<file path="config.mk">
export PLATFORM = sky130hd
export DESIGN_NAME = ram_stream_ctrl
export DESIGN_NICKNAME = d
export VERILOG_FILES = /design/src/rtl/ram_stream_ctrl.sv
export SDC_FILE = /design/constraint.sdc
export NUM_CORES = 1
export LEC_CHECK = 0
export BUFFER_PORTS_ARGS = -buffer_cell sky130_fd_sc_hd__buf_2
export CAP_MARGIN = 20
export CORE_UTILIZATION = 55
export CTS_CLUSTER_DIAMETER = 40
export DETAILED_ROUTE_END_ITERATION = 8
export GPL_TIMING_DRIVEN = 0
export PLACE_DENSITY = 0.81
export SETUP_SLACK_MARGIN = 0.1
export SYNTH_ARGS = -nofsm -noshare
export SYNTH_HDL_FRONTEND = slang
export SYNTH_SLANG_ARGS = --single-unit
</file>
<file path="constraint.sdc">
create_clock -name clk -period 6.7 [get_ports clk]
set_input_delay 1.005 -clock clk [delete_from_list [all_inputs] [get_ports clk]]
set_output_delay 1.005 -clock clk [all_outputs]
set_load 0.02 [all_outputs]
</file>
<file path="src/rtl/ram_stream_ctrl.sv">
// Burst controller between a single-port synchronous RAM and a pair of
// valid/ready streams: write bursts sink s_data, read bursts source m_data.
module ram_stream_ctrl #(
    parameter int WIDTH = 16,
    parameter int DEPTH = 1024,
    localparam int AW = $clog2(DEPTH)
) (
    input  logic             clk,
    input  logic             rst,
    input  logic             cmd_valid,
    output logic             cmd_ready,
    input  logic             cmd_write,
    input  logic [AW-1:0]    cmd_addr,
    input  logic [AW:0]      cmd_len,
    input  logic             s_valid,
    output logic             s_ready,
    input  logic [WIDTH-1:0] s_data,
    output logic             m_valid,
    input  logic             m_ready,
    output logic [WIDTH-1:0] m_data,
    output logic             m_last,
    output logic             busy,
    output logic             done,
    output logic             ram_write_en,
    output logic             ram_read_en,
    output logic [AW-1:0]    ram_addr,
    output logic [WIDTH-1:0] ram_data_in,
    input  logic [WIDTH-1:0] ram_data_out
);

    typedef enum logic [1:0] {IDLE, WR, RD} state_t;

    state_t           state, state_nxt;
    logic [AW-1:0]    addr;
    logic [AW:0]      issue_left;
    logic [AW:0]      out_left;
    logic [WIDTH-1:0] fifo_mem [2];
    logic             rd_ptr, wr_ptr;
    logic [1:0]       fifo_cnt;
    logic             in_flight;
    logic             done_r, done_nxt;
    logic             accept, beat, pop;
    logic [2:0]       occupancy;

    assign accept    = cmd_valid && cmd_ready;
    assign beat      = s_valid && s_ready;
    assign pop       = m_valid && m_ready;

    assign cmd_ready = (state == IDLE);
    assign busy      = (state != IDLE);
    assign s_ready   = (state == WR);
    assign done      = done_r;

    assign m_valid   = (fifo_cnt != 2'd0);
    assign m_data    = fifo_mem[rd_ptr];
    assign m_last    = m_valid && (out_left == (AW+1)'(1));

    // Words that will occupy the output buffer next cycle if no new read is issued.
    assign occupancy = {1'b0, fifo_cnt} + {2'b00, in_flight} - {2'b00, pop};

    assign ram_write_en = beat;
    assign ram_read_en  = (state == RD) && (issue_left != '0) && (occupancy < 3'd2);
    assign ram_addr     = (state != IDLE) ? addr : '0;
    assign ram_data_in  = (state == WR) ? s_data : '0;

    always_comb begin
        state_nxt = state;
        done_nxt  = 1'b0;
        case (state)
            IDLE: begin
                if (accept) begin
                    if (cmd_len == '0) begin
                        done_nxt = 1'b1;
                    end else begin
                        state_nxt = cmd_write ? WR : RD;
                    end
                end
            end
            WR: begin
                if (beat && issue_left == (AW+1)'(1)) begin
                    state_nxt = IDLE;
                    done_nxt  = 1'b1;
                end
            end
            RD: begin
                if (pop && out_left == (AW+1)'(1)) begin
                    state_nxt = IDLE;
                    done_nxt  = 1'b1;
                end
            end
            default: state_nxt = IDLE;
        endcase
    end

    always_ff @(posedge clk or posedge rst) begin
        if (rst) begin
            state      <= IDLE;
            done_r     <= 1'b0;
            addr       <= '0;
            issue_left <= '0;
            out_left   <= '0;
            in_flight  <= 1'b0;
        end else begin
            state     <= state_nxt;
            done_r    <= done_nxt;
            in_flight <= ram_read_en;
            if (accept) begin
                addr       <= cmd_addr;
                issue_left <= cmd_len;
                out_left   <= cmd_len;
            end else begin
                if (ram_write_en || ram_read_en) begin
                    addr       <= (addr == AW'(DEPTH-1)) ? '0 : addr + 1'b1;
                    issue_left <= issue_left - 1'b1;
                end
                if (pop) begin
                    out_left <= out_left - 1'b1;
                end
            end
        end
    end

    // RAM data arrives one cycle after its read strobe and is pushed into the buffer.
    always_ff @(posedge clk or posedge rst) begin
        if (rst) begin
            for (int i = 0; i < 2; i++) begin
                fifo_mem[i] <= '0;
            end
            rd_ptr   <= 1'b0;
            wr_ptr   <= 1'b0;
            fifo_cnt <= 2'd0;
        end else begin
            if (in_flight) begin
                fifo_mem[wr_ptr] <= ram_data_out;
                wr_ptr           <= ~wr_ptr;
            end
            if (pop) begin
                rd_ptr <= ~rd_ptr;
            end
            fifo_cnt <= fifo_cnt + {1'b0, in_flight} - {1'b0, pop};
        end
    end

endmodule

</file>
==> impl_results.md <==
* Result of the run: finished clean
* Sw Share at 0.410
* Clk_lat worst skew at 0.34 ns
* TritonCTS buffer count at 9
* Number of flops mapped to enable cells by yosys at 0
* Global routing usage on met1 at 0.345
* Total track usage at 0.260
* Remaining antenna violation count after routing at 0
* Num Clock Sinks at 72
* Number of buffers inserted by post-CTS setup repair at 0
* Reported max-cap violation count at 0
* Slew headroom at 0.429
* CTS tree: built
* Cell area after technology mapping at 0.00388 mm²
* Pwr/cell area at 498 mW/mm²
* Number of DRC violations after detailed-routing iteration 0 at 133
* Number of I/O pins at 109
* Core Rows at 30
* Combinational power share at 0.479
* Remaining global-route overflow at 0
* Die Outline Area at 0.00739 mm²
* Proportion of synthesized flip-flops having asynchronous set or reset at 1.00
* Post-DR wirelength/cell at 15.4 µm
* Final cell count without fillers at 583
* Layout Area Growth over Synthesis at 23.4%
* Fraction of power consumed by the clock network at 0.175
* Core Box Area at 0.00679 mm²
* Count of distinct cell types in the synthesized netlist at 50
* Final nets at 550
* Gp weighted congestion at 0.885
* FF+latch count, synth at 72
* CP Data Required Time at 5.69 ns
* Die height at 86.0 µm
* Syn nets at 431
* Worst clock skew on the final layout at 0.00657 ns
* Main synth FF type: dfrtp_1
* Clock Pin Slew Worst Setup and Hold Paths at 0.07 ns
* Routed vias at 3,207
* Crit-path max FO at 8
* Slew at the pin closest to its max-slew limit at 0.857 ns
* Total setup violations reported at the end of the flow at 0
* Post-cts sizing count at 0
* Launch point of the critical path: m_ready
* Diodes inserted at 0
* Average cell area after synthesis at 10.7 µm²
* Share of final-layout standard cells stronger than drive strength 1 at 0.376
* DRC at 0
* Antenna violations before repair at 0
* Share of the clock period used by the worst path at 0.657
* Sw power at 0.977 mW
* Instance count of the mapped netlist at 363
* Number of warnings printed during yosys synthesis at 0
* Average via count per standard cell at 5.50
* GR met3 Demand/Resource at 0.0395
* Placed Cells incl. Taps at 567
* Cell at the root of the clock tree: clkbuf_8
* Global-route met2 utilization at 0.431
* Total count of hold-check failures in the final report at 0
* Count of TritonRoute iterations in the first routing pass at 4
* Minimum clock period after layout at 4.40 ns
* Sum of net half-perimeters after detailed placement at 6640 µm
* Maximum frequency from static timing analysis at 0.227 GHz
* RSZ-0062 raised after global routing: false
* H-tree Lvls at 3
* Total negative slack at 0 ns
* VDD IR-drop max at 0.230 mV
* Share of synthesized area occupied by flip-flops and latches at 0.464
* Count of port buffers added during placement at 108
* Critical Path Sink Type: output pin
* Starting utilization of the core area at 0.571
* Leak pwr at 2.14 nW
* Class of the tightest hold or removal check: reg -> reg
* Data arrival at the endpoint of the critical path at 3.40 ns
* Wire length of the first global-routing pass at 14,800 µm
* Filler Cell Count at 494
* Count of hold buffers inserted by post-cts repair at 0
* Critical Path Start Type: primary input
* Max Slew Vio Count at 0
* Sequential fraction of design power at 0.347
* Critical setup path kind: in -> out
* Startpoint of the worst register-to-register path: fifo_cnt[1]$_DFF_PP0_
* Largest net degree at the start of global routing at 73
* Width of the die at 86.0 µm
* Hold Startpoint: wr_ptr$_DFFE_PP0P_
* Number of global-route vias before repair at 3,133
* Maximum buffer depth of the clock tree at 2
* Total length of routed wires at 8980 µm
* Layer with the highest usage after global routing: met2
* Internal Pwr Total at 1.41 mW
==> final cells by class <==
class,count,area (µm²),share of cell area
multi-input cells,263,1960,0.409
flip-flops and latches,72,1800,0.376
repair buffers,108,541,0.113
clock buffers,11,141,0.0295
well taps,96,120,0.0251
clock inverters,5,104,0.0217
plain buffers,15,71.3,0.0149
inverters,13,51.3,0.0107
==> cells in the mapped netlist (all sizes together), types with 8 or more instances <==
library cell | count | area (µm²)
mux2 | 48 | 541
and2 | 18 | 113
xnor2 | 8 | 70.1
dfrtp | 72 | 1800
o21ai | 13 | 80.1
ha | 8 | 100
nor2b | 12 | 75.1
a21oi | 12 | 60.1
inv | 13 | 48.8
nand2 | 20 | 75.1
nand3 | 9 | 50.1
clkbuf | 13 | 48.8
nor2 | 25 | 93.8
o211ai | 11 | 96.3
xor2 | 12 | 105
==> layer usage <==
layer  vias to the layer above  wire length (µm)
met2                       106              4370
li1                       1540                 -
met4                         0               148
met1                      1549              4020
met5                         -                 0
met3                        12               443
==> critical path, cell delays in order <==
cell and delay (ns):
buf_2 0.11, o21ai_1 0.34, inv_1 0.10, ha_1 0.29, inv_1 0.04, ha_1 0.18
fa_1 0.37, xnor2_1 0.19, a2111oi_0 0.49, buf_2 0.28
==> state kept, by name, indices dropped and copies added (netlist names) <==
signal      cells
fifo_mem       32
issue_left     11
out_left       11
addr           10
fifo_cnt        2
state           2
done            1
in_flight       1
rd_ptr          1
wr_ptr          1
==> final timing paths <==
kind | endpoint | slack, ns | depth (start not counted)
min in group asynchronous | state[1]$_DFFE_PP0P_ | 0.84 | 2
min reg2reg | wr_ptr$_DFFE_PP0P_ | 0.49 | 1
max | ram_read_en | 2.30 | 10
min | wr_ptr$_DFFE_PP0P_ | 0.49 | 1
max reg2reg | issue_left[3]$_DFFE_PP0P_ | 3.05 | 11
max in group asynchronous | fifo_mem[8]$_DFFE_PP0P_ | 5.31 | 2
==> cells in the final DEF (no fill, tap or decap), types with 14 or more instances in the layout <==
cell type / instances
buf_2: 108
dfrtp_1: 72
mux2_2: 48
nor2_1: 25
nand2_1: 20
and2_1: 18
clkbuf_1: 14
==> cells by family (layout without fill, tap and decap cells) <==
group           count (synthesis)  in the layout  share of synthesized area
simple gates                  127            127                      0.179
flops                          72             72                      0.464
compound gates                 58             58                      0.108
mux                            49             49                      0.142
buf+inv                        28            152                     0.0310
xor+xnor                       20             20                     0.0451
fa+ha+maj                       9              9                     0.0310
==> stage by stage <==
| step | cell area (µm²) | total power, mW | hold slack [ns] | setup WS (ns) | util |
|---|---|---|---|---|---|
| 2_1_floorplan | 3880 | 1.63 | 0.454 | 2.13 | - |
| 3_3_place_gp | 4540 | 1.91 | 0.467 | 2.35 | 0.668 |
| 3_5_place_dp | 4540 | 1.97 | 0.474 | 2.28 | 0.669 |
| 4_1_cts | 4790 | 2.39 | 0.489 | 2.28 | 0.705 |
| 5_1_grt | 4790 | 2.54 | 0.501 | 1.94 | 0.705 |
| 6_report | 4790 | 2.38 | 0.488 | 2.30 | 0.705 |
==> power groups by stage <==
stage	Sequential, mW	Combinational, mW	Clock, mW
after detailed placement	0.829	1.14	0
after global placement	0.811	1.10	0
final	0.827	1.14	0.416
after CTS	0.824	1.15	0.422
after global routing	0.855	1.25	0.443
after floorplan	0.779	0.851	0
Power figures use the tool's default switching activity.
